**src/rtl/riscv_pkg.sv**
```systemverilog
// Shared types and constants for the RISC-V pipeline front end.
package riscv_pkg;

  localparam logic [31:0] NOP_INSTR = 32'h0000_0013;

  typedef enum logic [1:0] {
    RUN   = 2'd0,
    HALT  = 2'd1,
    FAULT = 2'd2
  } fetch_state_t;

  typedef struct packed {
    logic        valid;
    logic [31:0] pc;
    logic [31:0] pc_plus4;
    logic [31:0] instr;
  } if_id_t;

endpackage

```
**src/rtl/if_id_register.sv**
```systemverilog
// IF/ID pipeline register: flush inserts a bubble and keeps the PC fields, load captures, otherwise hold.
module if_id_register
  import riscv_pkg::*;
#(
  parameter logic [31:0] NOP_INSTR = riscv_pkg::NOP_INSTR
) (
  input  logic   clk,
  input  logic   reset_n,
  input  logic   load,
  input  logic   flush,
  input  if_id_t d,
  output if_id_t q
);

  if_id_t q_q;

  always_ff @(posedge clk or negedge reset_n) begin
    if (!reset_n) begin
      q_q.valid    <= 1'b0;
      q_q.pc       <= '0;
      q_q.pc_plus4 <= '0;
      q_q.instr    <= NOP_INSTR;
    end else if (flush) begin
      q_q.valid <= 1'b0;
      q_q.instr <= NOP_INSTR;
    end else if (load) begin
      q_q <= d;
    end
  end

  assign q = q_q;

endmodule

```
**src/rtl/instruction_fetch_stage.sv**
```systemverilog
// Fetch stage: owns the PC, drives instruction memory, fills IF/ID and stops at end of memory or on misaligned redirect.
module instruction_fetch_stage
  import riscv_pkg::*;
#(
  parameter logic [31:0] RESET_PC   = 32'h0000_0000,
  parameter int unsigned IMEM_WORDS = 32,
  parameter logic [31:0] NOP_INSTR  = riscv_pkg::NOP_INSTR
) (
  input  logic        clk,
  input  logic        reset_n,
  output logic [31:0] instruction_addr,
  input  logic [31:0] instruction_read,
  input  logic        stall,
  input  logic        redirect_valid,
  input  logic [31:0] redirect_target,
  output logic        if_id_valid,
  output logic [31:0] if_id_pc,
  output logic [31:0] if_id_pc_plus4,
  output logic [31:0] if_id_instr,
  output logic        halted,
  output logic        misaligned_fault
);

  localparam logic [31:0] IMEM_BYTES = 32'(IMEM_WORDS * 4);

  fetch_state_t state_q, state_d;
  logic [31:0]  pc_q, pc_d;
  logic [31:0]  pc_plus4;
  logic         redirect_act;
  logic         ifid_load, ifid_flush;
  if_id_t       ifid_d, ifid_q;

  assign pc_plus4     = pc_q + 32'd4;
  assign redirect_act = redirect_valid && (state_q != FAULT);

  always_comb begin
    state_d    = state_q;
    pc_d       = pc_q;
    ifid_load  = 1'b0;
    ifid_flush = 1'b0;
    if (redirect_act) begin
      ifid_flush = 1'b1;
      if (redirect_target[1:0] != 2'b00) begin
        state_d = FAULT;
      end else if (redirect_target >= IMEM_BYTES) begin
        state_d = HALT;
      end else begin
        pc_d    = redirect_target;
        state_d = RUN;
      end
    end else if (!stall) begin
      if (state_q == RUN) begin
        ifid_load = 1'b1;
        // The last word is still captured; only the PC stops advancing.
        if (pc_plus4 >= IMEM_BYTES) begin
          state_d = HALT;
        end else begin
          pc_d = pc_plus4;
        end
      end else begin
        ifid_flush = 1'b1;
      end
    end
  end

  always_ff @(posedge clk or negedge reset_n) begin
    if (!reset_n) begin
      state_q <= RUN;
      pc_q    <= RESET_PC;
    end else begin
      state_q <= state_d;
      pc_q    <= pc_d;
    end
  end

  assign ifid_d = '{valid: 1'b1, pc: pc_q, pc_plus4: pc_plus4, instr: instruction_read};

  if_id_register #(
    .NOP_INSTR (NOP_INSTR)
  ) u_if_id (
    .clk     (clk),
    .reset_n (reset_n),
    .load    (ifid_load),
    .flush   (ifid_flush),
    .d       (ifid_d),
    .q       (ifid_q)
  );

  assign instruction_addr = pc_q;
  assign if_id_valid      = ifid_q.valid;
  assign if_id_pc         = ifid_q.pc;
  assign if_id_pc_plus4   = ifid_q.pc_plus4;
  assign if_id_instr      = ifid_q.instr;
  assign halted           = (state_q != RUN);
  assign misaligned_fault = (state_q == FAULT);

endmodule

```
**config.mk**
```make
export PLATFORM = sky130hd
export DESIGN_NAME = instruction_fetch_stage
export DESIGN_NICKNAME = d
export VERILOG_FILES = /design/src/rtl/riscv_pkg.sv /design/src/rtl/if_id_register.sv /design/src/rtl/instruction_fetch_stage.sv
export SDC_FILE = /design/constraint.sdc
export NUM_CORES = 1
export LEC_CHECK = 0
export BUFFER_PORTS_ARGS = -buffer_cell sky130_fd_sc_hd__buf_2
export CORE_MARGIN = 1.5
export CORE_UTILIZATION = 50
export CTS_CLUSTER_SIZE = 20
export DETAILED_ROUTE_END_ITERATION = 7
export PLACE_DENSITY = 0.8
export REMOVE_ABC_BUFFERS = 1
export SLEW_MARGIN = 5
export SYNTH_ARGS = -nofsm -noshare
export SYNTH_HDL_FRONTEND = slang
export SYNTH_SLANG_ARGS = --single-unit
```
**constraint.sdc**
```tcl
create_clock -name clk -period 3.4 [get_ports clk]
set_input_delay 0.68 -clock clk [delete_from_list [all_inputs] [get_ports clk]]
set_output_delay 0.68 -clock clk [all_outputs]
set_load 0.005 [all_outputs]
```
==> results.toml <==
[sta]
setup_viol = 0
timing.final.crit_period_ns = 3.20
setup_slack_ns = 0.203
maxClockFrequency_mhz = 313
tightest_slew_ns = 1.04
finalMaxSlewViolations = 0
max-slew-margin-rel = 0.307
period_share = 0.940
hold_viol = 0
clock-skew-final_ns = 0.00520

[yosys]
synthFlopType = "dfrtp_1"
syn_inst = 587
synth_cell_type_count = 55
ys_seq_elements = 129
syn_area_per_cell_um2 = 9.97
yosysSeqAreaShare = 0.552
syn_area_um2 = 5850
async_flop_share = 1.00
yosys_warnings = 0
synth-edff-count = 0

[cells_and_area]
drive_above_1_share = 0.356
post-route-util = 0.664
fin_nets = 846
syn2layout_area_growth_pct = 29.6
diodes = 0

[routing]
wl_per_cell_um = 16.1
vias_per_cell = 5.38
wirelength_um = 15000
drcViolationCount = 0
ant_nets = 0
drtPass1Iterations = 4
vias = 5017
drtIter0Drc = 416

[global_route]
grt_pass1_wl_um = 25200
grt_pass1_vias = 5033
grt_max_degree = 76
antenna_found_initial = 0
gr-total-overflow = 0
grt_util_all_layers = 0.256

[pwr]
clockPowerShare = 0.483
netSwitchingFraction = 0.229
p_int_mw = 2.88
p_switching_mw = 0.857
power_density_nw_per_um2 = 493
share_comb_of_total_power = 0.074
design_power_total_mw = 3.74
pwr-share-seq = 0.443
peakVddDrop_uv = 339
p_leak_nw = 4.06

[setup_path]
worstRegToRegCells = 9
r2r_setup_slack_ns = 0.20
critPathArrivalTime_ns = 3.49
end_kind = "flip-flop"
cp_cell_sequence = "nand2_1 > or4_4 > nor4b_4 > and3_1 > o2111ai_2 > nor4b_4 > buf_4 > a31oi_4 > a221o_1"
start_kind = "flip-flop"
crit_top_cell = "nor4b_4"
crit_fanout = 26
crit_type = "reg2reg"
critPathMaxStageDelay_ns = 0.59
r2r-start = "instruction_addr[16]$_DFFE_PN0P_"
crit_slowest_cell = "or4_4"
required_ns = 3.69
reg2reg_to = "instruction_addr[3]$_DFFE_PN0P_"

[clocking]
root_buffer = "clkbuf_16"
clock_latency_ns = 0.41
cts_hold_buf = 0
clock_path_buffers = 2
cts.clk_slew.worst_paths_ns = 0.06
h-tree-depth = 4
cts_sinks = 129
cts_tree = "done"
cts_made_buffers = 17

[floorplanning]
start_util = 0.512
io_pins = 199
die_area_um2 = 12400
rows = 39
die_h_um = 111
die_w_um = 111
core_area_um2 = 11400

[place]
numPortBuffers = 198
place_congestion = 0.929
pre_cts_ws_ns = 0.116
dp_hpwl_um = 10800

[status]
status = "finished clean"

[min_path]
holdCritPathClass = "in2async"

[flow_run]
maxCapViolations = 0
==> critical path: cells and delay by family, from the launching register on <==
kind | cells | cell delay [ns]
DFF | 1 | 0.47
and+or+nand+nor | 5 | 1.62
buffers and inverters | 1 | 0.20
AOI/OAI and AO/OA | 3 | 0.77
==> metal layers <==
metal,GRT usage,wire [um]
met1,0.331,6440
met2,0.409,7290
met3,0.0667,935
met4,0.111,367
met5,0,0
==> cell families after synthesis <==
| group | share of synthesized area |
|---|---|
| AO/OA/AOI/OAI | 0.113 |
| XOR/XNOR | 0.0479 |
| adder cells (fa/ha/maj) | 0.00214 |
| buffers and inverters | 0.0443 |
| flip-flops | 0.552 |
| multiplexers | 0.00535 |
| AND/OR/NAND/NOR | 0.235 |
==> final cells by class <==
class	instances	area [um^2]
Timing Repair Buffer	220	1170
Fill cell	893	3840
Clock buffer	17	425
Tap cell	143	179
Inverter	4	15.0
Multi-Input combinational cell	405	2390
Clock inverter	14	168
Sequential cell	129	3230
==> cells in the final DEF, fill, tap and decap left out, types with 6 or more instances in the layout <==
cell type / count
buf_2: 197
o21ai_0: 33
or2_2: 6
and2_1: 28
dfrtp_1: 125
nor3_1: 6
xor2_1: 16
a22o_1: 30
nand4_1: 8
nor2_1: 18
xnor2_1: 16
nand3_1: 16
nor4_1: 13
nand2_1: 144
and3_1: 9
buf_4: 21
clkbuf_16: 17
==> synth_stat cells, types with 4 or more instances <==
| cell type | instances | share of area |
|---|---|---|
| a22o_1 | 30 | 0.045 |
| and2_1 | 28 | 0.030 |
| and2_2 | 4 | 0.0051 |
| and3_1 | 9 | 0.0096 |
| buf_2 | 11 | 0.0094 |
| buf_4 | 6 | 0.0077 |
| clkbuf_1 | 27 | 0.017 |
| dfrtp_1 | 126 | 0.54 |
| inv_1 | 4 | 0.0026 |
| nand2_1 | 144 | 0.092 |
| nand3_1 | 17 | 0.015 |
| nand4_1 | 8 | 0.0086 |
| nor2_1 | 19 | 0.012 |
| nor2b_1 | 4 | 0.0043 |
| nor3_1 | 8 | 0.0068 |
| nor4_1 | 14 | 0.015 |
| o21ai_0 | 33 | 0.028 |
| or2_2 | 6 | 0.0064 |
| xnor2_1 | 16 | 0.024 |
| xor2_1 | 16 | 0.024 |
==> power groups by stage <==
stage	registers, mW	clock network, mW	logic, mW
after floorplan	1.68	0	0.0938
after global placement	1.67	0	0.274
after detailed placement	1.68	0	0.283
after CTS	1.65	1.85	0.283
after global routing	1.66	1.92	0.312
final	1.65	1.81	0.277
==> worst max path at each step <==
stage / start / end
3_5_place_dp: instruction_addr[2]$_DFFE_PN0P_ / instruction_addr[3]$_DFFE_PN0P_
4_1_cts: instruction_addr[2]$_DFFE_PN0P_ / instruction_addr[3]$_DFFE_PN0P_
2_1_floorplan: stall / instruction_addr[3]$_DFFE_PN0P_
6_report: instruction_addr[16]$_DFFE_PN0P_ / instruction_addr[3]$_DFFE_PN0P_
5_1_grt: instruction_addr[4]$_DFFE_PN0P_ / instruction_addr[31]$_DFFE_PN0P_
3_3_place_gp: instruction_addr[12]$_DFFE_PN0P_ / instruction_addr[2]$_DFFE_PN0P_
==> per-stage QoR <==
stage	hold WS (ns)	setup TNS, ns	instances	instance area, um^2
after detailed placement	0.457	0	899	6950
after global routing	0.337	-0.0608	932	7580
final	0.277	0	932	7580
after CTS	0.300	0	930	7550
after floorplan	0.384	-49.85	538	5610
after global placement	0.452	0	899	6950
==> what timing repair did <==
item	CTS	global route
resized for setup	0	6
buffers inserted	0	2
endpoints found under the setup margin	0	26
==> flip-flops by register name, indices dropped and copies added, names as in the netlist <==
| name | cells |
|---|---|
| state_q | 2 |
| instruction_addr | 32 |
| u_if_id.q | 95 |
Note: power is estimated with default switching activity, not from simulation.
